### config.mk
export PLATFORM = sky130hd
export DESIGN_NAME = uart_tx_arbiter
export DESIGN_NICKNAME = d
export VERILOG_FILES = /design/src/rtl/uart_pkg.sv /design/src/rtl/uart_tx_frame.sv /design/src/rtl/uart_tx_arbiter.sv
export SDC_FILE = /design/constraint.sdc
export NUM_CORES = 1
export LEC_CHECK = 0
export BUFFER_PORTS_ARGS = -buffer_cell sky130_fd_sc_hd__buf_2
export CORE_UTILIZATION = 49
export DETAILED_ROUTE_END_ITERATION = 16
export GPL_TIMING_DRIVEN = 0
export PLACE_DENSITY = 0.76
export SKIP_LAST_GASP = 1
export SLEW_MARGIN = 5
export SYNTH_ARGS = -nofsm -noshare
export SYNTH_HDL_FRONTEND = slang
export SYNTH_HIERARCHICAL = 1
export SYNTH_SLANG_ARGS = --single-unit
export TNS_END_PERCENT = 1
### constraint.sdc
create_clock -name clk -period 2.5 [get_ports clk]
set_input_delay 0.125 -clock clk [delete_from_list [all_inputs] [get_ports clk]]
set_output_delay 0.125 -clock clk [all_outputs]
set_load 0.005 [all_outputs]
### src/rtl/uart_pkg.sv
// Shared UART definitions: frame width, transmit FSM state encoding and
// the clocks-per-bit helper used by the transmit path.
package uart_pkg;

    localparam int UART_DATA_BITS = 8;

    typedef enum logic [1:0] {
        IDLE,
        START,
        DATA,
        STOP
    } uart_state_e;

    function automatic int calc_baud_div(input int clk_freq, input int baud);
        return clk_freq / baud;
    endfunction

endpackage

### src/rtl/uart_tx_frame.sv
// 8N1 frame sequencer: baud counter, LSB-first shift register and FSM.
// ready_o is high in IDLE and in the last STOP cycle, where start_i loads a new byte.
module uart_tx_frame
    import uart_pkg::*;
#(
    parameter int BAUD_DIV = 1250
) (
    input  logic                      clk,
    input  logic                      rst_n,
    input  logic                      start_i,
    input  logic [UART_DATA_BITS-1:0] data_i,
    output logic                      ready_o,
    output logic                      busy_o,
    output logic                      tx_o
);

    localparam int CNT_W = (BAUD_DIV > 2) ? $clog2(BAUD_DIV) : 1;
    localparam logic [CNT_W-1:0] CNT_LAST = CNT_W'(BAUD_DIV - 1);
    localparam logic [2:0] IDX_LAST = 3'(UART_DATA_BITS - 1);

    uart_state_e               state_q, state_d;
    logic [CNT_W-1:0]          cnt_q, cnt_d;
    logic [2:0]                idx_q, idx_d;
    logic [UART_DATA_BITS-1:0] sh_q, sh_d;
    logic                      tx_q, tx_d;
    logic                      busy_q, busy_d;
    logic                      bit_last;

    assign bit_last = (cnt_q == CNT_LAST);
    assign ready_o  = (state_q == IDLE) || ((state_q == STOP) && bit_last);
    assign busy_o   = busy_q;
    assign tx_o     = tx_q;

    always_ff @(posedge clk or negedge rst_n) begin
        if (!rst_n) begin
            state_q <= IDLE;
            cnt_q   <= '0;
            idx_q   <= '0;
            sh_q    <= '0;
            tx_q    <= 1'b1;
            busy_q  <= 1'b0;
        end else begin
            state_q <= state_d;
            cnt_q   <= cnt_d;
            idx_q   <= idx_d;
            sh_q    <= sh_d;
            tx_q    <= tx_d;
            busy_q  <= busy_d;
        end
    end

    always_comb begin
        state_d = state_q;
        cnt_d   = cnt_q;
        idx_d   = idx_q;
        sh_d    = sh_q;
        tx_d    = tx_q;
        if (state_q != IDLE) begin
            cnt_d = bit_last ? '0 : cnt_q + 1'b1;
        end
        unique case (state_q)
            IDLE: begin
                if (start_i) begin
                    state_d = START;
                    cnt_d   = '0;
                    sh_d    = data_i;
                    tx_d    = 1'b0;
                end
            end
            START: begin
                if (bit_last) begin
                    state_d = DATA;
                    idx_d   = '0;
                    tx_d    = sh_q[0];
                end
            end
            DATA: begin
                if (bit_last) begin
                    if (idx_q == IDX_LAST) begin
                        state_d = STOP;
                        tx_d    = 1'b1;
                    end else begin
                        idx_d = idx_q + 3'd1;
                        sh_d  = sh_q >> 1;
                        tx_d  = sh_q[1];
                    end
                end
            end
            STOP: begin
                // A start here chains the next frame with no idle gap.
                if (bit_last) begin
                    if (start_i) begin
                        state_d = START;
                        cnt_d   = '0;
                        sh_d    = data_i;
                        tx_d    = 1'b0;
                    end else begin
                        state_d = IDLE;
                        tx_d    = 1'b1;
                    end
                end
            end
            default: begin
                state_d = IDLE;
                tx_d    = 1'b1;
            end
        endcase
        busy_d = (state_d != IDLE);
    end

endmodule

### src/rtl/uart_tx_arbiter.sv
// Round-robin arbiter sharing one UART TX pin between NUM_REQ byte sources.
// Define UART_TX_ARB_ACT_LED_EN to add the act_led TX activity stretcher output.
module uart_tx_arbiter
    import uart_pkg::*;
#(
    parameter int NUM_REQ  = 4,
    parameter int CLK_FREQ = 12000000,
    parameter int BAUD     = 9600,
    parameter int BAUD_DIV = calc_baud_div(CLK_FREQ, BAUD)
) (
    input  logic                               clk,
    input  logic                               rst_n,
    input  logic [NUM_REQ-1:0]                 req,
    input  logic [UART_DATA_BITS*NUM_REQ-1:0]  data,
    output logic [NUM_REQ-1:0]                 ack,
    output logic                               busy,
    output logic [$clog2(NUM_REQ)-1:0]         grant_id,
`ifdef UART_TX_ARB_ACT_LED_EN
    output logic                               act_led,
`endif
    output logic                               uarttx
);

    localparam int ID_W = $clog2(NUM_REQ);

    if (BAUD_DIV < 2) begin : g_bad_baud_div
        $error("uart_tx_arbiter: BAUD_DIV must be at least 2");
    end
    if (NUM_REQ < 2 || NUM_REQ > 8) begin : g_bad_num_req
        $error("uart_tx_arbiter: NUM_REQ must be in 2..8");
    end

    logic [ID_W-1:0]    rr_ptr_q, rr_ptr_d;
    logic [ID_W-1:0]    grant_id_q, grant_id_d;
    logic [NUM_REQ-1:0] ack_q, ack_d;
    logic [ID_W-1:0]    scan_idx;
    logic [ID_W-1:0]    win_id;
    logic               win_vld;
    logic               frame_ready;
    logic               grant;

    // First asserted request at or after rr_ptr, wrapping modulo NUM_REQ.
    always_comb begin
        win_vld  = 1'b0;
        win_id   = '0;
        scan_idx = '0;
        for (int i = 0; i < NUM_REQ; i++) begin
            scan_idx = ID_W'((int'(rr_ptr_q) + i) % NUM_REQ);
            if (!win_vld && req[scan_idx]) begin
                win_vld = 1'b1;
                win_id  = scan_idx;
            end
        end
    end

    assign grant = win_vld && frame_ready;

    always_comb begin
        rr_ptr_d   = rr_ptr_q;
        grant_id_d = grant_id_q;
        ack_d      = '0;
        if (grant) begin
            ack_d      = NUM_REQ'(1) << win_id;
            grant_id_d = win_id;
            rr_ptr_d   = (win_id == ID_W'(NUM_REQ - 1)) ? '0 : win_id + 1'b1;
        end
    end

    always_ff @(posedge clk or negedge rst_n) begin
        if (!rst_n) begin
            rr_ptr_q   <= '0;
            grant_id_q <= '0;
            ack_q      <= '0;
        end else begin
            rr_ptr_q   <= rr_ptr_d;
            grant_id_q <= grant_id_d;
            ack_q      <= ack_d;
        end
    end

    assign ack      = ack_q;
    assign grant_id = grant_id_q;

    uart_tx_frame #(
        .BAUD_DIV (BAUD_DIV)
    ) u_frame (
        .clk     (clk),
        .rst_n   (rst_n),
        .start_i (grant),
        .data_i  (data[{win_id, 3'b000} +: UART_DATA_BITS]),
        .ready_o (frame_ready),
        .busy_o  (busy),
        .tx_o    (uarttx)
    );

`ifdef UART_TX_ARB_ACT_LED_EN
    logic        led_q, led_d;
    logic [15:0] led_cnt_q, led_cnt_d;

    // Stretch counts only once the line is idle, so the hold is measured from the stop bit's end.
    always_comb begin
        led_d     = led_q;
        led_cnt_d = led_cnt_q;
        if (grant) begin
            led_d     = 1'b1;
            led_cnt_d = '0;
        end else if (led_q && !busy) begin
            if (led_cnt_q == 16'hFFFF) begin
                led_d = 1'b0;
            end else begin
                led_cnt_d = led_cnt_q + 16'd1;
            end
        end
    end

    always_ff @(posedge clk or negedge rst_n) begin
        if (!rst_n) begin
            led_q     <= 1'b0;
            led_cnt_q <= '0;
        end else begin
            led_q     <= led_d;
            led_cnt_q <= led_cnt_d;
        end
    end

    assign act_led = led_q;
`endif

endmodule

==> out/qor.log <==
[global_route] total global-route track usage 0.240
[drt] via total after detailed routing 1792
[cells_and_area] footprint of the multi-input gates 0.00127 mm^2
[place] post-detailed-placement half-perimeter wirelength 3.50 mm
[clocking] clk slew on worst S/H paths 0.07 ns
[pwr] net switching share of the total power 0.236
[worst_setup_path] critical setup path kind reg -> reg
[sta] count of endpoints failing hold in the final timing report 0
[sta] Tightest Pin Transition 0.784 ns
[drt] number of nets with antenna violations after routing 0
[status] result of the run completed
[clocking] TritonCTS clock tree built
[pwr] Logic pwr share 0.111
[place] number of buffer cells added on primary ports 45
[pwr] maximum vdd ir drop 0.000304 V
[die] width of the chip 68.6 um
[worst_setup_path] WP data required 2.67 ns
[cells_and_area] number of antenna repair diodes 0
[logic_synthesis] Synth warnings 6
[cells_and_area] relative area change from synthesis to final layout 23.8%
[place] gpl congestion 0.811
[die] starting density of the core 0.528
[sta] headroom to the max-slew limit 0.477
[logic_synthesis] Main synth FF type sky130_fd_sc_hd__dfrtp_1
[clocking] Num CTS Buffers 5
[worst_setup_path] arrival time of data at the critical path endpoint 2.64 ns
[cells_and_area] share of post-route cells with drive strength above 1 0.354
[sta] hold slack final 0.319 ns
[hold_path] worst min-delay path category in -> reg
[logic_synthesis] combined area of all synthesized cells 0.00217 mm^2
[logic_synthesis] post-synthesis sequential area ratio 0.392
[drt] residual DRC count 0
[logic_synthesis] number of synthesized flops with an enable pin 0
[clocking] maximum buffer depth of the clock tree 2
[pwr] P per Cell Area 409 mW/mm^2
[sta] final worst-path cycle share 0.988
[die] number of rows in the core area 23
[sta] number of pins with negative max-slew slack in the final report 0
[pwr] leakage power summed over all cells 1.39 nW
[clocking] # H-tree levels 2
[global_route] antenna violations before repair 0
[pwr] Internal Power 0.839 mW
[global_route] remaining global-route overflow 0
[sta] unrepaired setup endpoints after global routing true
[worst_setup_path] nature of the critical path endpoint flop
[sta] Final setup viols 0
[cells_and_area] number of fill cells in the layout 332
[place] Post-DP Area 0.00251 mm^2
[clocking] clock root buffer master sky130_fd_sc_hd__clkbuf_8
[drt] First-pass DRT Iterations 4
[sta] maximum clock frequency 405 MHz
[sta] min Tclk post-route 2.47 ns
[sta] worst-case clock skew 0.0122 ns
[pwr] clock network power share 0.388
[die] num ports 46
[job] max-capacitance violation count 0
[hold_path] hold depth 4
[cells_and_area] Seq. cell area 853 um^2
[logic_synthesis] cells taking the most area after synthesis sky130_fd_sc_hd__dfrtp_1, sky130_fd_sc_hd__mux2i_1, sky130_fd_sc_hd__mux2_2, sky130_fd_sc_hd__ha_1, sky130_fd_sc_hd__nor2_1
[logic_synthesis] synthesis-stage register bit count 34
[pwr] sequential cell fraction of total power 0.501
[global_route] first-pass GRT wire length 8.16 mm
[global_route] vias in the first global route 1689
[cells_and_area] post-layout net count 316
[clocking] CTS sink count 34
[die] chip height 68.6 um
[logic_synthesis] area leader, netlist sky130_fd_sc_hd__dfrtp_1
[worst_setup_path] flop-to-flop setup slack 0.03 ns
[logic_synthesis] Cells after Synth 208
[worst_setup_path] Setup crit start kind flop
[drt] Detailed Route Iter0 Violations 108
[worst_setup_path] Max Fanout on Critical Path 8
[worst_setup_path] FF-to-FF path depth 12
[die] area inside the core boundary 0.00412 mm^2
[global_route] largest net degree at the start of global routing 35
[drt] post-DR wirelength/cell 15.5 um
[logic_synthesis] syn avg cell area 10.4 um^2
[die] Die ar. 0.00470 mm^2
[drt] routed wire length 4.98 mm
[logic_synthesis] number of library cell types mapped by synthesis 52
[clocking] Clock Latency Late Sink 0.30 ns
[sta] total negative slack for setup checks 0 ns
[pwr] switching power 0.259 mW
[drt] number of vias per cell 5.58
[logic_synthesis] share of flip-flops with an asynchronous set or reset 1.00
[logic_synthesis] net count of the mapped netlist 254
[logic_synthesis] fraction of post-synthesis cell area in the top cell type by area 0.380
[cells_and_area] summed area of non-filler cells in the final layout 0.00269 mm^2
registers in the layout, indices dropped and copies added, names as in the netlist:
register	cells
u_frame/tx_o	1
ack	4
u_frame/state_q	2
rr_ptr_q	2
u_frame/cnt_q	11
u_frame/busy_o	1
u_frame/sh_q	8
grant_id	2
u_frame/idx_q	3
final timing paths:
path	start	end
max	u_frame/cnt_q[1]	u_frame/sh_q[0]
min	req[1]	ack[2]
max reg2reg	u_frame/cnt_q[1]	u_frame/sh_q[0]
min reg2reg	grant_id[1]	grant_id[1]
max in group asynchronous	rst_n	u_frame/cnt_q[0]
min in group asynchronous	rst_n	rr_ptr_q[0]
metal layers:
metal  vias up  share of wire  global-route usage
li1        875              -                   -
met1       874           0.47               0.320
met2        37           0.48               0.377
met3         6          0.037              0.0609
met4         0          0.012              0.0807
met5         -              0                   0
placed cells by master, fill, tap and decap left out, drive strengths merged, types with 3 or more instances in the layout:
| cell | Yosys | routed |
|---|---|---|
| mux2 | 16 | 16 |
| a22o | 4 | 4 |
| ha | 8 | 8 |
| mux2i | 24 | 24 |
| o21ai | 11 | 11 |
| nor3 | 5 | 5 |
| buf | 4 | 58 |
| clkbuf | 4 | 12 |
| nor2 | 17 | 17 |
| nand2 | 13 | 13 |
| a21oi | 4 | 4 |
| nand2b | 3 | 3 |
| xnor2 | 6 | 6 |
| inv | 11 | 11 |
| dfrtp | 33 | 33 |
| nor2b | 3 | 3 |
power by group through the flow:
| stage | logic, mW | clock network (mW) | registers [mW] |
|---|---|---|---|
| after floorplan | 0.0668 | 0 | 0.561 |
| after CTS | 0.123 | 0.431 | 0.550 |
| after global placement | 0.116 | 0 | 0.560 |
| final | 0.122 | 0.427 | 0.550 |
| after global routing | 0.134 | 0.451 | 0.550 |
| after detailed placement | 0.122 | 0 | 0.560 |
final cells by class:
type	count	area share
Timing Repair Buffer	55	0.113
Clock buffer	8	0.0335
Multi-Input combinational cell	155	0.473
Buffer	8	0.0251
Tap cell	50	0.0233
Sequential cell	34	0.317
Inverter	11	0.0154
stage by stage:
stage                      util  total power, mW  instances  setup WS [ns]
after floorplan               -            0.627        208        -0.0609
after global placement    0.610            0.677        303         -0.348
after detailed placement  0.610            0.682        303         -0.357
after CTS                 0.649             1.10        319        -0.0891
after global routing      0.653             1.13        321        -0.0563
final                     0.653             1.10        321         0.0308
cells by family after synthesis:
family / after synthesis / share of synthesized area
AO/OA/AOI/OAI: 39 / 0.136
XOR/XNOR: 8 / 0.0323
adder cells (fa/ha/maj): 8 / 0.0461
buffers and inverters: 19 / 0.0478
flip-flops: 34 / 0.392
multiplexers: 40 / 0.194
AND/OR/NAND/NOR: 60 / 0.152
synthesized netlist by cell type, drive strengths merged, types with 2 or more instances:
library cell,n
and2,2
o21bai,2
nor2b,3
or2,2
xnor2,6
inv,11
nand2,13
xor2,2
nand3,2
nand2b,3
clkbuf,4
a22o,4
ha,8
nor2,17
mux2,16
or3,2
a22oi,2
mux2i,24
buf,4
o221ai,2
dfrtp,33
o41ai,2
o31ai,2
o21ai,11
nand4,2
a21oi,4
nor3,5
repair_timing:
action / CTS / global route
pin swaps: 4 / 2
hold endpoints to repair: 33 / 0
endpoints found under the setup margin: 21 / 26
resized for setup: 4 / 4
buffers inserted: 7 / 2
hold buffers: 1 / 0
worst max-delay path: stages, from the launching register on:
cell,delay (ns)
sky130_fd_sc_hd__dfrtp_1,0.38
sky130_fd_sc_hd__inv_1,0.07
sky130_fd_sc_hd__ha_2,0.15
sky130_fd_sc_hd__or4b_4,0.48
sky130_fd_sc_hd__nor3_4,0.16
sky130_fd_sc_hd__a21o_1,0.19
sky130_fd_sc_hd__o41ai_4,0.10
sky130_fd_sc_hd__inv_2,0.10
sky130_fd_sc_hd__nand2b_4,0.06
sky130_fd_sc_hd__nor2_2,0.07
sky130_fd_sc_hd__a32o_2,0.15
sky130_fd_sc_hd__buf_8,0.15
sky130_fd_sc_hd__mux2_4,0.30
Note: power is estimated with default switching activity, not from simulation.
